==> src/rtl/lsu_sequencer_if.sv <==
// Request/acknowledge memory port between the load/store sequencer and memory.
// The master holds a request stable until the slave acknowledges it; rdata is valid with ack.
interface lsu_sequencer_if;
    logic        mem_req;
    logic        mem_we;
    logic [31:0] mem_addr;
    logic [1:0]  mem_size;
    logic [31:0] mem_wdata;
    logic        mem_ack;
    logic [31:0] mem_rdata;

    modport master (
        output mem_req, mem_we, mem_addr, mem_size, mem_wdata,
        input  mem_ack, mem_rdata
    );

    modport slave (
        input  mem_req, mem_we, mem_addr, mem_size, mem_wdata,
        output mem_ack, mem_rdata
    );
endinterface

==> src/rtl/lsu_sequencer.sv <==
// Serializes one bundle's load/store slots in slot order onto a req/ack port; first request 1 cycle after capture,
// writeback 1 cycle after ack. Memory backpressures by delaying ack; busy holds off issue until the bundle drains.
module lsu_sequencer #(
    parameter int REG_IDX_W = 6
) (
    input  logic                 wb_clk_i,
    input  logic                 rst,
    input  logic                 issue,
    input  logic                 is_load0,
    input  logic                 is_load1,
    input  logic                 is_load2,
    input  logic                 is_store0,
    input  logic                 is_store1,
    input  logic                 is_store2,
    input  logic                 sign_extend0,
    input  logic                 sign_extend1,
    input  logic                 sign_extend2,
    input  logic [1:0]           loadstore_size0,
    input  logic [1:0]           loadstore_size1,
    input  logic [1:0]           loadstore_size2,
    input  logic [31:0]          loadstore_address0,
    input  logic [31:0]          loadstore_address1,
    input  logic [31:0]          loadstore_address2,
    input  logic [REG_IDX_W-1:0] loadstore_dest0,
    input  logic [REG_IDX_W-1:0] loadstore_dest1,
    input  logic [REG_IDX_W-1:0] loadstore_dest2,
    input  logic [31:0]          store_data0,
    input  logic [31:0]          store_data1,
    input  logic [31:0]          store_data2,
    output logic                 busy,
    lsu_sequencer_if.master      mem,
    output logic                 wb_valid,
    output logic [REG_IDX_W-1:0] wb_idx,
    output logic [31:0]          wb_val
);

    typedef enum logic {IDLE, REQ} state_t;

    typedef struct packed {
        logic                 we;
        logic                 sext;
        logic [1:0]           size;
        logic [31:0]          addr;
        logic [REG_IDX_W-1:0] dest;
        logic [31:0]          wdata;
    } slot_t;

    state_t     state;
    slot_t      slots   [3];
    slot_t      in_slot [3];
    slot_t      nxt;
    logic [2:0] pending;
    logic [2:0] in_mask;
    logic [2:0] rest;
    logic [1:0] cur;

    function automatic logic [1:0] first_set(input logic [2:0] m);
        if (m[0])      return 2'd0;
        else if (m[1]) return 2'd1;
        else           return 2'd2;
    endfunction

    function automatic logic [31:0] trim(input logic [31:0] d, input logic [1:0] size);
        case (size)
            2'd0:    return {24'b0, d[7:0]};
            2'd1:    return {16'b0, d[15:0]};
            default: return d;
        endcase
    endfunction

    function automatic logic [31:0] extend(input logic [31:0] d, input logic [1:0] size, input logic sx);
        case (size)
            2'd0:    return {{24{sx & d[7]}}, d[7:0]};
            2'd1:    return {{16{sx & d[15]}}, d[15:0]};
            default: return d;
        endcase
    endfunction

    // A slot flagged as both load and store is a store: we follows is_store alone.
    always_comb begin
        in_slot[0] = '{we: is_store0, sext: sign_extend0, size: loadstore_size0, addr: loadstore_address0,
                       dest: loadstore_dest0, wdata: trim(store_data0, loadstore_size0)};
        in_slot[1] = '{we: is_store1, sext: sign_extend1, size: loadstore_size1, addr: loadstore_address1,
                       dest: loadstore_dest1, wdata: trim(store_data1, loadstore_size1)};
        in_slot[2] = '{we: is_store2, sext: sign_extend2, size: loadstore_size2, addr: loadstore_address2,
                       dest: loadstore_dest2, wdata: trim(store_data2, loadstore_size2)};
    end

    assign in_mask = {is_load2 | is_store2, is_load1 | is_store1, is_load0 | is_store0};
    assign rest    = pending & ~(3'b001 << cur);

    // Slot presented on the port after this edge: first of a new bundle, or next still pending.
    always_comb begin
        nxt = (state == IDLE) ? in_slot[first_set(in_mask)] : slots[first_set(rest)];
    end

    always_ff @(posedge wb_clk_i) begin
        if (rst) begin
            state         <= IDLE;
            pending       <= 3'b000;
            cur           <= 2'd0;
            busy          <= 1'b0;
            mem.mem_req   <= 1'b0;
            mem.mem_we    <= 1'b0;
            mem.mem_addr  <= 32'd0;
            mem.mem_size  <= 2'd0;
            mem.mem_wdata <= 32'd0;
            wb_valid      <= 1'b0;
            wb_idx        <= '0;
            wb_val        <= 32'd0;
            for (int k = 0; k < 3; k++) slots[k] <= '0;
        end else begin
            wb_valid <= 1'b0;
            case (state)
                IDLE: begin
                    if (issue && in_mask != 3'b000) begin
                        for (int k = 0; k < 3; k++) slots[k] <= in_slot[k];
                        pending       <= in_mask;
                        cur           <= first_set(in_mask);
                        busy          <= 1'b1;
                        state         <= REQ;
                        mem.mem_req   <= 1'b1;
                        mem.mem_we    <= nxt.we;
                        mem.mem_addr  <= nxt.addr;
                        mem.mem_size  <= nxt.size;
                        mem.mem_wdata <= nxt.wdata;
                    end
                end
                REQ: begin
                    if (mem.mem_ack) begin
                        if (!slots[cur].we) begin
                            wb_valid <= 1'b1;
                            wb_idx   <= slots[cur].dest;
                            wb_val   <= extend(mem.mem_rdata, slots[cur].size, slots[cur].sext);
                        end
                        pending <= rest;
                        if (rest != 3'b000) begin
                            cur           <= first_set(rest);
                            mem.mem_we    <= nxt.we;
                            mem.mem_addr  <= nxt.addr;
                            mem.mem_size  <= nxt.size;
                            mem.mem_wdata <= nxt.wdata;
                        end else begin
                            state       <= IDLE;
                            busy        <= 1'b0;
                            mem.mem_req <= 1'b0;
                        end
                    end
                end
                default: state <= IDLE;
            endcase
        end
    end

endmodule
==> src/flat_wrapper.sv <==
// flat-port wrapper written by rule: the top's interface ports become plain ports
module lsu_sequencer_flat 
#(
    parameter int REG_IDX_W = 6
)
  (wb_clk_i, rst, issue, is_load0, is_load1, is_load2, is_store0, is_store1, is_store2, sign_extend0, sign_extend1, sign_extend2, loadstore_size0, loadstore_size1, loadstore_size2, loadstore_address0, loadstore_address1, loadstore_address2, loadstore_dest0, loadstore_dest1, loadstore_dest2, store_data0, store_data1, store_data2, busy, wb_valid, wb_idx, wb_val, mem_mem_req, mem_mem_we, mem_mem_addr, mem_mem_size, mem_mem_wdata, mem_mem_ack, mem_mem_rdata);
  lsu_sequencer_if mem_i ();
  input  logic wb_clk_i;
  input  logic rst;
  input  logic issue;
  input  logic is_load0;
  input  logic is_load1;
  input  logic is_load2;
  input  logic is_store0;
  input  logic is_store1;
  input  logic is_store2;
  input  logic sign_extend0;
  input  logic sign_extend1;
  input  logic sign_extend2;
  input  logic [1:0] loadstore_size0;
  input  logic [1:0] loadstore_size1;
  input  logic [1:0] loadstore_size2;
  input  logic [31:0] loadstore_address0;
  input  logic [31:0] loadstore_address1;
  input  logic [31:0] loadstore_address2;
  input  logic [REG_IDX_W-1:0] loadstore_dest0;
  input  logic [REG_IDX_W-1:0] loadstore_dest1;
  input  logic [REG_IDX_W-1:0] loadstore_dest2;
  input  logic [31:0] store_data0;
  input  logic [31:0] store_data1;
  input  logic [31:0] store_data2;
  output logic busy;
  output logic wb_valid;
  output logic [REG_IDX_W-1:0] wb_idx;
  output logic [31:0] wb_val;
  output wire logic [$bits(mem_i.mem_req)-1:0] mem_mem_req;
  output wire logic [$bits(mem_i.mem_we)-1:0] mem_mem_we;
  output wire logic [$bits(mem_i.mem_addr)-1:0] mem_mem_addr;
  output wire logic [$bits(mem_i.mem_size)-1:0] mem_mem_size;
  output wire logic [$bits(mem_i.mem_wdata)-1:0] mem_mem_wdata;
  input wire logic [$bits(mem_i.mem_ack)-1:0] mem_mem_ack;
  input wire logic [$bits(mem_i.mem_rdata)-1:0] mem_mem_rdata;
  assign mem_mem_req = mem_i.mem_req;
  assign mem_mem_we = mem_i.mem_we;
  assign mem_mem_addr = mem_i.mem_addr;
  assign mem_mem_size = mem_i.mem_size;
  assign mem_mem_wdata = mem_i.mem_wdata;
  assign mem_i.mem_ack = mem_mem_ack;
  assign mem_i.mem_rdata = mem_mem_rdata;
  lsu_sequencer #(.REG_IDX_W(REG_IDX_W)) u_core (.wb_clk_i(wb_clk_i), .rst(rst), .issue(issue), .is_load0(is_load0), .is_load1(is_load1), .is_load2(is_load2), .is_store0(is_store0), .is_store1(is_store1), .is_store2(is_store2), .sign_extend0(sign_extend0), .sign_extend1(sign_extend1), .sign_extend2(sign_extend2), .loadstore_size0(loadstore_size0), .loadstore_size1(loadstore_size1), .loadstore_size2(loadstore_size2), .loadstore_address0(loadstore_address0), .loadstore_address1(loadstore_address1), .loadstore_address2(loadstore_address2), .loadstore_dest0(loadstore_dest0), .loadstore_dest1(loadstore_dest1), .loadstore_dest2(loadstore_dest2), .store_data0(store_data0), .store_data1(store_data1), .store_data2(store_data2), .busy(busy), .mem(mem_i), .wb_valid(wb_valid), .wb_idx(wb_idx), .wb_val(wb_val));
endmodule
==> config.mk <==
export PLATFORM = sky130hd
export DESIGN_NAME = lsu_sequencer_flat
export DESIGN_NICKNAME = d
export VERILOG_FILES = /design/src/rtl/lsu_sequencer_if.sv /design/src/rtl/lsu_sequencer.sv /design/src/flat_wrapper.sv
export SDC_FILE = /design/constraint.sdc
export NUM_CORES = 1
export LEC_CHECK = 0
export CAP_MARGIN = 20
export CORE_ASPECT_RATIO = 0.6
export CORE_UTILIZATION = 25
export CTS_BUF_LIST = sky130_fd_sc_hd__clkbuf_8
export DETAILED_ROUTE_END_ITERATION = 10
export GPL_TIMING_DRIVEN = 0
export SYNTH_ARGS = -nofsm -noshare
export SYNTH_HDL_FRONTEND = slang
export SYNTH_SLANG_ARGS = --single-unit
==> constraint.sdc <==
create_clock -name wb_clk_i -period 7 [get_ports wb_clk_i]
set_input_delay 2.1 -clock wb_clk_i [delete_from_list [all_inputs] [get_ports wb_clk_i]]
set_output_delay 2.1 -clock wb_clk_i [all_outputs]
set_load 0.005 [all_outputs]
==> impl_metrics.csv <==
group,metric,value,unit
clock_tree,post-cts-setup-buffer-count,0,
run,timing.max_cap.violations,0,
synthesis,synth.area.mux_share,4.89,%
timing,relSlewSlack,26.3,%
clock_tree,hold_buffer_count_at_cts,0,
clock_tree,cts.root.buffer_cell,"sky130_fd_sc_hd__clkbuf_8",
critical_path,cp_cell_sequence,"clkdlybuf4s50_1, nor2_1, a31oi_2, nand2b_1, clkbuf_1, clkbuf_1, nor2_1",
critical_path,crit_path_top_delay_cell,"sky130_fd_sc_hd__nor2_1",
power_and_ir_drop,vdd_ir_drop_max,0.129,mV
clock_tree,cts_num_sinks,337,
layout,finish.cell_count_without_fillers,2789,
critical_path,worstSetupStartpointType,"input port",
critical_path,critical_path_arrival,5.18,ns
synthesis,synth_nets,1740,
global_route,grt_antenna_before_repair,17,
synthesis,xor_xnor_cell_area_share_of_the_yosys_netlist,0,%
synthesis,synth-seq-area-share,56.8,%
synthesis,post_synth_fa_ha_maj_area_fraction,0,%
layout,register_area,8970,um2
place,buffer_ports.inserted,365,
synthesis,synth_warnings,0,
critical_path,critical_path.endpoint_type,"flop",
floorplan,dieArea,64200,um2
synthesis,largest_family_of_logic_cells_by_synthesized_area,"simple AND/OR/NAND/NOR gates",
route,finalWirelength,68.2,mm
clock_tree,cts_buffers,57,
status,run_status,"completed",
synthesis,netlist_instances,1479,
clock_tree,clock_latency_late_sink,0.67,ns
floorplan,ioPinCount,369,
floorplan,core-area,61700,um2
route,drt.antenna.violating_nets,0,
layout,fillers,6180,
global_route,overall_routing_resource_usage,20.6,%
global_route,grt_max_degree,68,
layout,multi_input_comb_area,6200,um2
timing,fin_crit,4.80,ns
synthesis,syn_area_per_cell,10.7,um2
place,placed_cells,2677,
floorplan,vertical_extent_of_the_die,197,um
synthesis,yosysUniqueCellTypes,55,
clock_tree,clkSlewWorstSetupHoldPaths,0.07,ns
clock_tree,cts_max_level,2,
synthesis,synth.cell_area,15800,um2
timing,post_route_worst_setup_slack,2.20,ns
timing,slew_viol_final,0,
floorplan,placement_rows,70,
power_and_ir_drop,static-leakage-power,8.06,nW
layout,post_route_cells_drive_above_1_share,9.10,%
global_route,first_global_vias,14155,
place,post-dp-hpwl,50.5,mm
layout,design_area,21800,um2
critical_path,worst-endpoint-required,7.38,ns
synthesis,synth_seq_cells,337,
clock_tree,cts_tree,"done",
route,route.detailed.wl_per_inst,24.4,um
global_route,residual_overflow_from_global_routing,0,
clock_tree,cts_max_path_buffers,3,
route,drt_iter0_markers,1498,
timing,layout_worst_path_cycle_share,68.6,%
critical_path,path_class,"input port to flop",
timing,rsz_0062_raised_after_global_routing,"no",
layout,fin_nets,2170,
place,pre_cts_ws,1.50,ns
timing,setup_violations,0,
synthesis,post_synth_and_or_nand_nor_area_fraction,18.1,%
synthesis,synth_compound_area_share,16.2,%
route,avgViaCountPerCell,5.15,
timing,hold-worst-slack,0.486,ns
layout,flow.area_growth_from_synthesis,38.2,%
timing,final_setup_skew,0.0272,ns
power_and_ir_drop,cellPowerDensity,248,nW/um2
route,dr_total_vias,14375,
critical_path,cpPeakStageDelay,0.83,ns
timing,finalHoldViolCount,0,
hold_path,timing.hold.worst.class,"flop to flop",
place,final_wtd_congestion,0.886,
global_route,grt_first_pass_wirelength,95.8,mm
clock_tree,postCtsResizedCells,0,
floorplan,die_w,327,um
critical_path,worstPathMaxFanout,10,
timing,fmax,208,MHz
place,post_dp_cell_area,20600,um2
floorplan,floorplan.initialDensity,25.6,%
route,dr.pass1.iters,6,
route,drc,0,
timing,worst_pin_slew,1.10,ns
## metrics by stage
stage          setup TNS [ns]  power [W]  util, %
5_1_grt                     0    0.00562     35.4
6_report                    0    0.00541     35.4
4_1_cts                     0    0.00546     35.4
3_5_place_dp                0    0.00348     33.4
3_3_place_gp          -205.47    0.00346     33.2
2_1_floorplan               0    0.00290        -
## routing by layer
metal	global-route usage [%]	routed length, um
met1	28.0	29200
met2	31.0	29400
met3	6.98	8040
met4	5.40	1390
met5	0	117
## worst paths after layout
kind | from | to | slack [ns] | depth (start not counted)
max | is_store1 | u_core.slots[0][15]$_SDFFCE_PN0P_ | 2.20 | 7
min reg2reg | u_core.mem.mem_size[1]$_SDFFE_PP0P_ | u_core.mem.mem_size[1]$_SDFFE_PP0P_ | 0.49 | 2
max reg2reg | flop | u_core.wb_val[13]$_SDFFE_PP0P_ | 4.01 | 8
min | u_core.mem.mem_size[1]$_SDFFE_PP0P_ | u_core.mem.mem_size[1]$_SDFFE_PP0P_ | 0.49 | 2
## report_power, final
group,leakage (nW),internal (W),switching (W)
Clock,0.704,0.00107,0.000896
Combinational,4.01,0.000457,0.000604
Sequential,3.35,0.00231,0.0000718
## registers in the layout (all words and copies together), names as in the netlist, named ones only
name                  cells
u_core.mem.mem_addr      32
u_core.wb_idx             6
u_core.mem.mem_req        1
u_core.slots            222
u_core.state              1
u_core.wb_val            32
u_core.wb_valid           1
u_core.mem.mem_we         1
u_core.mem.mem_size       2
u_core.pending            3
u_core.mem.mem_wdata     32
u_core.cur                2
## cells in the mapped netlist, drive strengths merged
cell	number	share of area, %
o221a	13	0.93
clkbuf	103	2.4
or2	7	0.28
and2	150	5.9
a2111oi	2	0.23
nor4b	2	0.25
and3	56	2.2
buf	40	1.4
o221ai	10	0.55
a221o	1	0.063
nor2b	2	0.079
edfxtp	222	42
a31oi	24	0.99
o2111a	1	0.071
and2b	1	0.048
mux2	24	1.7
nand2b	20	0.79
nand3	33	1.0
a22oi	2	0.095
nor3	37	1.2
or3	13	0.51
o21a	1	0.048
a22o	4	0.22
a211o	1	0.055
mux2i	49	3.2
a32oi	3	0.17
nor2	143	3.4
o311ai	1	0.055
a21oi	46	1.5
nand2	97	2.3
o31a	2	0.11
a211oi	40	1.9
a21o	1	0.048
o32ai	16	0.89
a222oi	21	1.3
a311oi	54	3.0
o21bai	10	0.48
inv	9	0.21
o211a	4	0.25
o211ai	3	0.14
a221oi	3	0.17
dfxtp	115	15
o21ai	92	2.9
or4	1	0.048
## kinds of logic after synthesis
group,after synthesis
simple gates,562
compound gates,355
flops,337
buf+inv,152
mux,73
## critical path: cells and delay by family
family / cells / cell delay (ns)
buffers and inverters: 3 / 1.62
and+or+nand+nor: 3 / 1.11
AOI/OAI and AO/OA: 1 / 0.34
## cells in the final DEF, fill, tap and decap left out, drive strengths merged, types with 3 or more instances in the layout
cell type / synthesis / final
a222oi: 21 / 21
a22o: 4 / 4
buf: 40 / 46
o211ai: 3 / 3
and2: 150 / 150
a221oi: 3 / 3
or3: 13 / 13
clkdlybuf4s50: 0 / 365
o32ai: 16 / 16
diode: 0 / 4
a21oi: 46 / 46
o211a: 4 / 4
and3: 56 / 56
bufinv: 0 / 6
inv: 9 / 31
nor2: 143 / 143
clkbuf: 103 / 168
nand2: 97 / 97
nor3: 37 / 37
clkinv: 0 / 12
mux2i: 49 / 49
edfxtp: 222 / 222
nand3: 33 / 33
a32oi: 3 / 3
dfxtp: 115 / 115
o221ai: 10 / 10
o21bai: 10 / 10
nand2b: 20 / 20
a311oi: 54 / 54
a211oi: 40 / 40
mux2: 24 / 24
a31oi: 24 / 24
o221a: 13 / 13
or2: 7 / 7
o21ai: 92 / 92
## area by class of cell
cell class | instances | area share [%]
buffer | 143 | 2.77
inverter | 9 | 0.155
clock buffer | 65 | 4.10
antenna | 4 | 0.0458
multi-input combinational | 990 | 28.4
timing repair buffer | 371 | 17.2
tap | 828 | 4.74
sequential | 337 | 41.1
clock inverter | 42 | 1.53
Note: power is estimated with default switching activity, not from simulation.
